==> config.mk <==
export PLATFORM = sky130hd
export DESIGN_NAME = word_serializer_flat
export DESIGN_NICKNAME = d
export VERILOG_FILES = /design/src/rtl/word_serializer_if.sv /design/src/rtl/word_serializer.sv /design/src/flat_wrapper.sv
export SDC_FILE = /design/constraint.sdc
export NUM_CORES = 1
export LEC_CHECK = 0
export ABC_AREA = 1
export CAP_MARGIN = 10
export CORE_AREA = 3 3 56 58
export DETAILED_ROUTE_END_ITERATION = 12
export DIE_AREA = 0 0 59 61
export PLACE_DENSITY = 0.74
export SYNTH_ARGS = -nofsm -noshare
export SYNTH_HDL_FRONTEND = slang
export SYNTH_SLANG_ARGS = --single-unit
==> constraint.sdc <==
create_clock -name clock -period 1.42 [get_ports clock]
set_input_delay 0.284 -clock clock [delete_from_list [all_inputs] [get_ports clock]]
set_output_delay 0.284 -clock clock [all_outputs]
set_load 0.1 [all_outputs]
==> src/rtl/word_serializer_if.sv <==
// Handshake bundle between a word producer, the serializer and the serial sink.
// The master modport belongs to the upstream/downstream side; the slave modport belongs to the serializer.
interface word_serializer_if #(
   parameter int WIDTH = 16
);
   logic [WIDTH-1:0] in_data;
   logic             in_valid;
   logic             in_ready;
   logic             ser_out;
   logic             ser_valid;
   logic             ser_ready;
   logic             ser_last;
   logic             zr;
   logic             done;

   modport master (
      output in_data, in_valid, ser_ready,
      input  in_ready, ser_out, ser_valid, ser_last, zr, done
   );

   modport slave (
      input  in_data, in_valid, ser_ready,
      output in_ready, ser_out, ser_valid, ser_last, zr, done
   );
endinterface

==> src/rtl/word_serializer.sv <==
// Parallel-in/serial-out transmitter: takes one WIDTH-bit word over valid/ready,
// sends it one bit per accepted beat and flags an all-zero word on zr.
module word_serializer #(
   parameter int WIDTH     = 16,
   parameter bit MSB_FIRST = 1'b1,
   parameter bit SKIP_ZERO = 1'b0
) (
   input  logic               clock,
   input  logic               reset_n,
   word_serializer_if.slave   bus
);
   localparam int              CNT_W   = $clog2(WIDTH);
   localparam logic [CNT_W-1:0] CNT_MAX = CNT_W'(WIDTH - 1);

   typedef enum logic [1:0] {
      S_IDLE  = 2'd0,
      S_SHIFT = 2'd1,
      S_DONE  = 2'd2
   } state_t;

   state_t           state_q, state_d;
   logic [WIDTH-1:0] shift_q, shift_d;
   logic [CNT_W-1:0] cnt_q, cnt_d;
   logic             zr_q, zr_d;

   logic accept;
   logic beat;
   logic word_zero;

   assign accept    = (state_q == S_IDLE) && bus.in_valid;
   assign beat      = (state_q == S_SHIFT) && bus.ser_ready;
   assign word_zero = ~|bus.in_data;

   always_ff @(posedge clock or negedge reset_n) begin
      if (!reset_n) begin
         state_q <= S_IDLE;
         shift_q <= '0;
         cnt_q   <= '0;
         zr_q    <= 1'b0;
      end else begin
         state_q <= state_d;
         shift_q <= shift_d;
         cnt_q   <= cnt_d;
         zr_q    <= zr_d;
      end
   end

   always_comb begin
      state_d = state_q;
      case (state_q)
         S_IDLE: begin
            if (bus.in_valid) begin
               state_d = (SKIP_ZERO && word_zero) ? S_DONE : S_SHIFT;
            end
         end
         S_SHIFT: begin
            if (bus.ser_ready && (cnt_q == '0)) begin
               state_d = S_DONE;
            end
         end
         S_DONE:  state_d = S_IDLE;
         default: state_d = S_IDLE;
      endcase
   end

   // Shift register always moves toward the output end so ser_out is a fixed tap.
   always_comb begin
      shift_d = shift_q;
      cnt_d   = cnt_q;
      zr_d    = zr_q;
      if (accept) begin
         shift_d = bus.in_data;
         cnt_d   = CNT_MAX;
         zr_d    = word_zero;
      end else if (beat) begin
         shift_d = MSB_FIRST ? {shift_q[WIDTH-2:0], 1'b0} : {1'b0, shift_q[WIDTH-1:1]};
         if (cnt_q != '0) begin
            cnt_d = cnt_q - CNT_W'(1);
         end
      end
   end

   always_comb begin
      bus.in_ready  = (state_q == S_IDLE) && reset_n;
      bus.ser_valid = (state_q == S_SHIFT);
      bus.ser_last  = (state_q == S_SHIFT) && (cnt_q == '0);
      bus.done      = (state_q == S_DONE);
      bus.ser_out   = MSB_FIRST ? shift_q[WIDTH-1] : shift_q[0];
      bus.zr        = zr_q;
   end
endmodule
==> src/flat_wrapper.sv <==
// flat-port wrapper written by rule: the top's interface ports become plain ports
module word_serializer_flat 
#(
   parameter int WIDTH     = 16,
   parameter bit MSB_FIRST = 1'b1,
   parameter bit SKIP_ZERO = 1'b0
)
  (clock, reset_n, bus_in_data, bus_in_valid, bus_ser_ready, bus_in_ready, bus_ser_out, bus_ser_valid, bus_ser_last, bus_zr, bus_done);
  word_serializer_if #(.WIDTH(WIDTH)) bus_i ();
  input  logic clock;
  input  logic reset_n;
  input wire logic [$bits(bus_i.in_data)-1:0] bus_in_data;
  input wire logic [$bits(bus_i.in_valid)-1:0] bus_in_valid;
  input wire logic [$bits(bus_i.ser_ready)-1:0] bus_ser_ready;
  output wire logic [$bits(bus_i.in_ready)-1:0] bus_in_ready;
  output wire logic [$bits(bus_i.ser_out)-1:0] bus_ser_out;
  output wire logic [$bits(bus_i.ser_valid)-1:0] bus_ser_valid;
  output wire logic [$bits(bus_i.ser_last)-1:0] bus_ser_last;
  output wire logic [$bits(bus_i.zr)-1:0] bus_zr;
  output wire logic [$bits(bus_i.done)-1:0] bus_done;
  assign bus_i.in_data = bus_in_data;
  assign bus_i.in_valid = bus_in_valid;
  assign bus_i.ser_ready = bus_ser_ready;
  assign bus_in_ready = bus_i.in_ready;
  assign bus_ser_out = bus_i.ser_out;
  assign bus_ser_valid = bus_i.ser_valid;
  assign bus_ser_last = bus_i.ser_last;
  assign bus_zr = bus_i.zr;
  assign bus_done = bus_i.done;
  word_serializer #(.WIDTH(WIDTH), .MSB_FIRST(MSB_FIRST), .SKIP_ZERO(SKIP_ZERO)) u_core (.clock(clock), .reset_n(reset_n), .bus(bus_i));
endmodule
* Word level (Yosys, flattened, before mapping)
Index checks and enable logic that the tools add are counted.
Operators by class: multiplexer cells 8, $mul 0, divide/modulo/power cells 0, order comparisons 0, shifts and indexed selects 0, equal/unequal tests 4, $add $sub $neg 1, reduce and logical (&&, ||, !) cells 14, bitwise gates (word level) 0
Operator list (number):
- two-way mux 16 bit | 2
- OR reduction 16 bit | 1
- two-way mux 4 bit | 3
- logical AND 1 bit | 5
- logical NOT 4 bit | 1
- two-way mux 2 bit | 2
- case mux 2 bit (2 select lines) | 1
- AND reduction 2 bit | 2
- nonzero test 2 bit | 2
- nonzero test 4 bit | 1
- subtractor 4 x 1 -> 4 bit, second input constant | 1
- == test 2 x 1 -> 1 bit, second input constant | 1
- == test 2 bit, second input constant | 1
- logical NOT 2 bit | 1
- != test 2 x 1 -> 1 bit, second input constant | 1
- != test 2 bit, second input constant | 1
- logical NOT 1 bit | 1
Storage, ports and cells: memory bits (writable) 0, memory bits (read-only) 0, memories 0, input bits 20, logic and storage cells 31, flip-flop bits (word level) 23, output and inout port bits 6, latch bits 0

* Longest topological paths before layout
depth after elaboration 4, depth in mapped cells 8, depth with buffers taken out 7

* Least setup slack after synthesis
Ideal clock, no wire load.
kind register -> output, start register u_core.cnt_q[0], end output port bus_ser_last, path buffers 0, required time 1.136 ns, path slack -0.892 ns, data arrival time 2.028 ns, cell stages (with the launch flop) 5, cells stage by stage dfrtp_1 inv_1 ha_1 nand3_1 nor2_1
On the way: word-level cells in the longest chain between the ends 2
RTL lines:
- start: declaration | RTL line word_serializer.sv:23 | logic [CNT_W-1:0] cnt_q, cnt_d;
- start signal: assignment | RTL line word_serializer.sv:43 | cnt_q <= cnt_d;
- logical NOT 4 bit | RTL line word_serializer.sv:86 | bus.ser_last = (state_q == S_SHIFT) && (cnt_q == '0);
- logical AND 1 bit | RTL line word_serializer.sv:86
- end: declaration | RTL line flat_wrapper.sv:18 | output wire logic [$bits(bus_i.ser_last)-1:0] bus_ser_last;
Every way passes these cells.

* Worst setup path in the final report
Same ends and word-level chain as after synthesis.

==> reports/metrics.csv <==
metric,value,unit
status,"finished, violations left",
violations,setup timing,
drive_gt1_share,20.5,%
grt_overflow,0,
drt-pass1-iter-count,4,
synth.avg_cell_area,6.96,µm²
crit_required,1140,ps
fillers,238,
reg2reg_slack,-20,ps
fin_ws,-184,ps
seq_area,576,µm²
dr_wl_met3,86,µm
setup-violations-final,5,
synth-seq-cells,23,
max_stage_delay,420,ps
vias_per_cell,4.72,
wl_per_cell,11.5,µm
ys_seq_area_share,44.2,%
yosys.area_share.simple,36.6,%
crit_chain,"inv_2, ha_4, nand3_4, nor2_4, buf_12",
utilization,69.3,%
dp_slack,-28.9,ps
multi_input_area,646,µm²
max_cap_viol_count,0,
dp_hpwl,2040,µm
yosysUniqueCellTypes,18,
h-tree-depth,1,
track_usage,18.6,%
synth_xor_area_share,0,%
fmax,624,MHz
die-area,3600,µm²
max-vdd-ir-drop,1.86,mV
start_util,48.0,%
switchingPower,1.69,mW
min_period,1600,ps
via_count,1226,
cts-buffers-inserted,3,
gp_congestion,0.790,
wl_met1,1340,µm
hold_path.class,primary input to async pin,
final_antenna_net_count,0,
p_clk_share,8.4,%
area_delta_synth_final,44.4,%
yosys_warnings,0,
clock-sinks,23,
slowest_stage,dfrtp_1,
top_layer,met4,
crit_path_end_kind,output pin,
wl_met2,1510,µm
io_buffers,25,
ios,26,
r2r_start,u_core.cnt_q[0],
slew_viol_final,0,
combPwrFrac,61.4,%
synthCells,187,
finClkSkew,14.5,ps
drt-initial-drc-count,58,
whs,336,ps
synthMuxAreaShare,0,%
power_frac_seq,30.1,%
drc,0,
power.density,1960,nW/µm²
row_count,19,
syn_nets,209,
synth_compound_area_share,6.15,%
leakage,0.997,nW
crit_type,register to output pin,
wirelength,3000,µm
die_h,61,µm
crit_buf_inv,2,
core,2710,µm²
path_clk_slew,140,ps
grt_max_degree,28,
r2r_cells,8,
power,3.69,mW
die_w,59,µm
grt_first_pass_wirelength,5060,µm
period_share,113,%
ctsLongestPathBuffers,2,
reg2reg_to,u_core.state_q[0],
worstMarginPinSlew,307,ps
clock_latency,320,ps
diodes,0,
yosys.area_share.adder,1.92,%
arrival,1320,ps
p_sw_share,45.7,%
final_nets,252,
cts_tree,yes,
first_global_vias,1185,
cts_root_buffer,clkbuf_4,
path_delay_family,flip-flops,
hold_buffers,0,
rsz0062_at_grt,true,
cp-start-kind,register,
finalHoldViolCount,0,
max_slew_margin,79.5,%
p_int,2.00,mW
antenna_found_initial,0,
crit_fanout,2,
fin_tns_setup,-443,ps
synth_area,1300,µm²
synth_top_family_by_area,simple AND/OR/NAND/NOR gates,
-- power by group through the flow --
stage               registers, mW  clock network (mW)  logic, mW
finish                       1.11               0.311       2.27
global route                 1.16               0.349       2.49
CTS                          1.11               0.320       2.15
detailed placement           1.12                   0       1.92
global placement             1.11                   0       1.85
floorplan                    1.18                   0       1.24
-- kinds of logic (layout without fill, tap and decap cells) --
group	Yosys count	after routing
flops	23	23
fa+ha+maj	2	2
buf+inv	32	74
simple gates	114	114
compound gates	16	16
-- Yosys cell counts, drive strengths merged --
cell   instances  area share [%]
nand3         13             6.0
inv           26             7.7
dfrtp         23              44
buf            6             3.4
or2            1            0.48
ha             2             1.9
nor2          16             5.2
o21ai         16             6.2
nand2         84              25
-- cells in the final DEF (no fill, tap or decap), drive strengths merged --
master and n:
buf 25, nand3 13, clkbuf 4, clkdlybuf4s50 19, nor2 16, ha 2
inv 26, or2 1, o21ai 16, dfrtp 23, nand2 84
-- worst register-to-register path: stages, from the launching register on --
cell,delay [ps]
dfrtp_1,420
inv_2,90
ha_4,140
nand3_4,70
buf_4,140
buf_4,140
buf_4,140
o21ai_1,140
nand2_1,80
-- final cells by class --
type / instances / area share [%]
repair buffers: 44 / 26.2
well taps: 31 / 2.06
inverters: 26 / 5.33
clock buffers: 4 / 1.40
multi-input cells: 132 / 34.4
flip-flops and latches: 23 / 30.6
-- repair_timing --
action	in CTS	in global routing
hold endpoints to repair	0	0
endpoints found under the setup margin	4	13
gates resized for setup	10	13
buffers inserted	9	2
pin swaps	4	3
-- per-layer routing --
metal / global-route usage [%] / vias to the layer above
met2: 32.8 / 20
met1: 22.4 / 555
met4: 8.41 / 0
met3: 2.98 / 7
li1: - / 644
met5: 0 / -
-- through the flow --
stage,instance area (µm²),cells
final,1880,260
after global routing,1880,260
after CTS,1840,258
after detailed placement,1710,245
after global placement,1710,245
after floorplan,1320,187
-- worst max path at each step --
stage	startpoint	to	slack, ps	depth (start not counted)
detailed placement	bus_in_valid	u_core.shift_q[10]	-30	7
CTS	u_core.cnt_q[1]	bus_ser_last	-210	5
global placement	bus_in_valid	u_core.shift_q[9]	-20	7
global route	u_core.cnt_q[0]	bus_ser_last	-250	5
finish	u_core.cnt_q[0]	bus_ser_last	-180	5
floorplan	u_core.state_q[0]	u_core.shift_q[1]	-180	8
-- state kept, by name, summed over array words and instances, names as in the netlist --
register / count
u_core.shift_q: 16
u_core.cnt_q: 4
u_core.state_q: 2
u_core.bus.zr: 1
(Power assumes the default switching activity.)
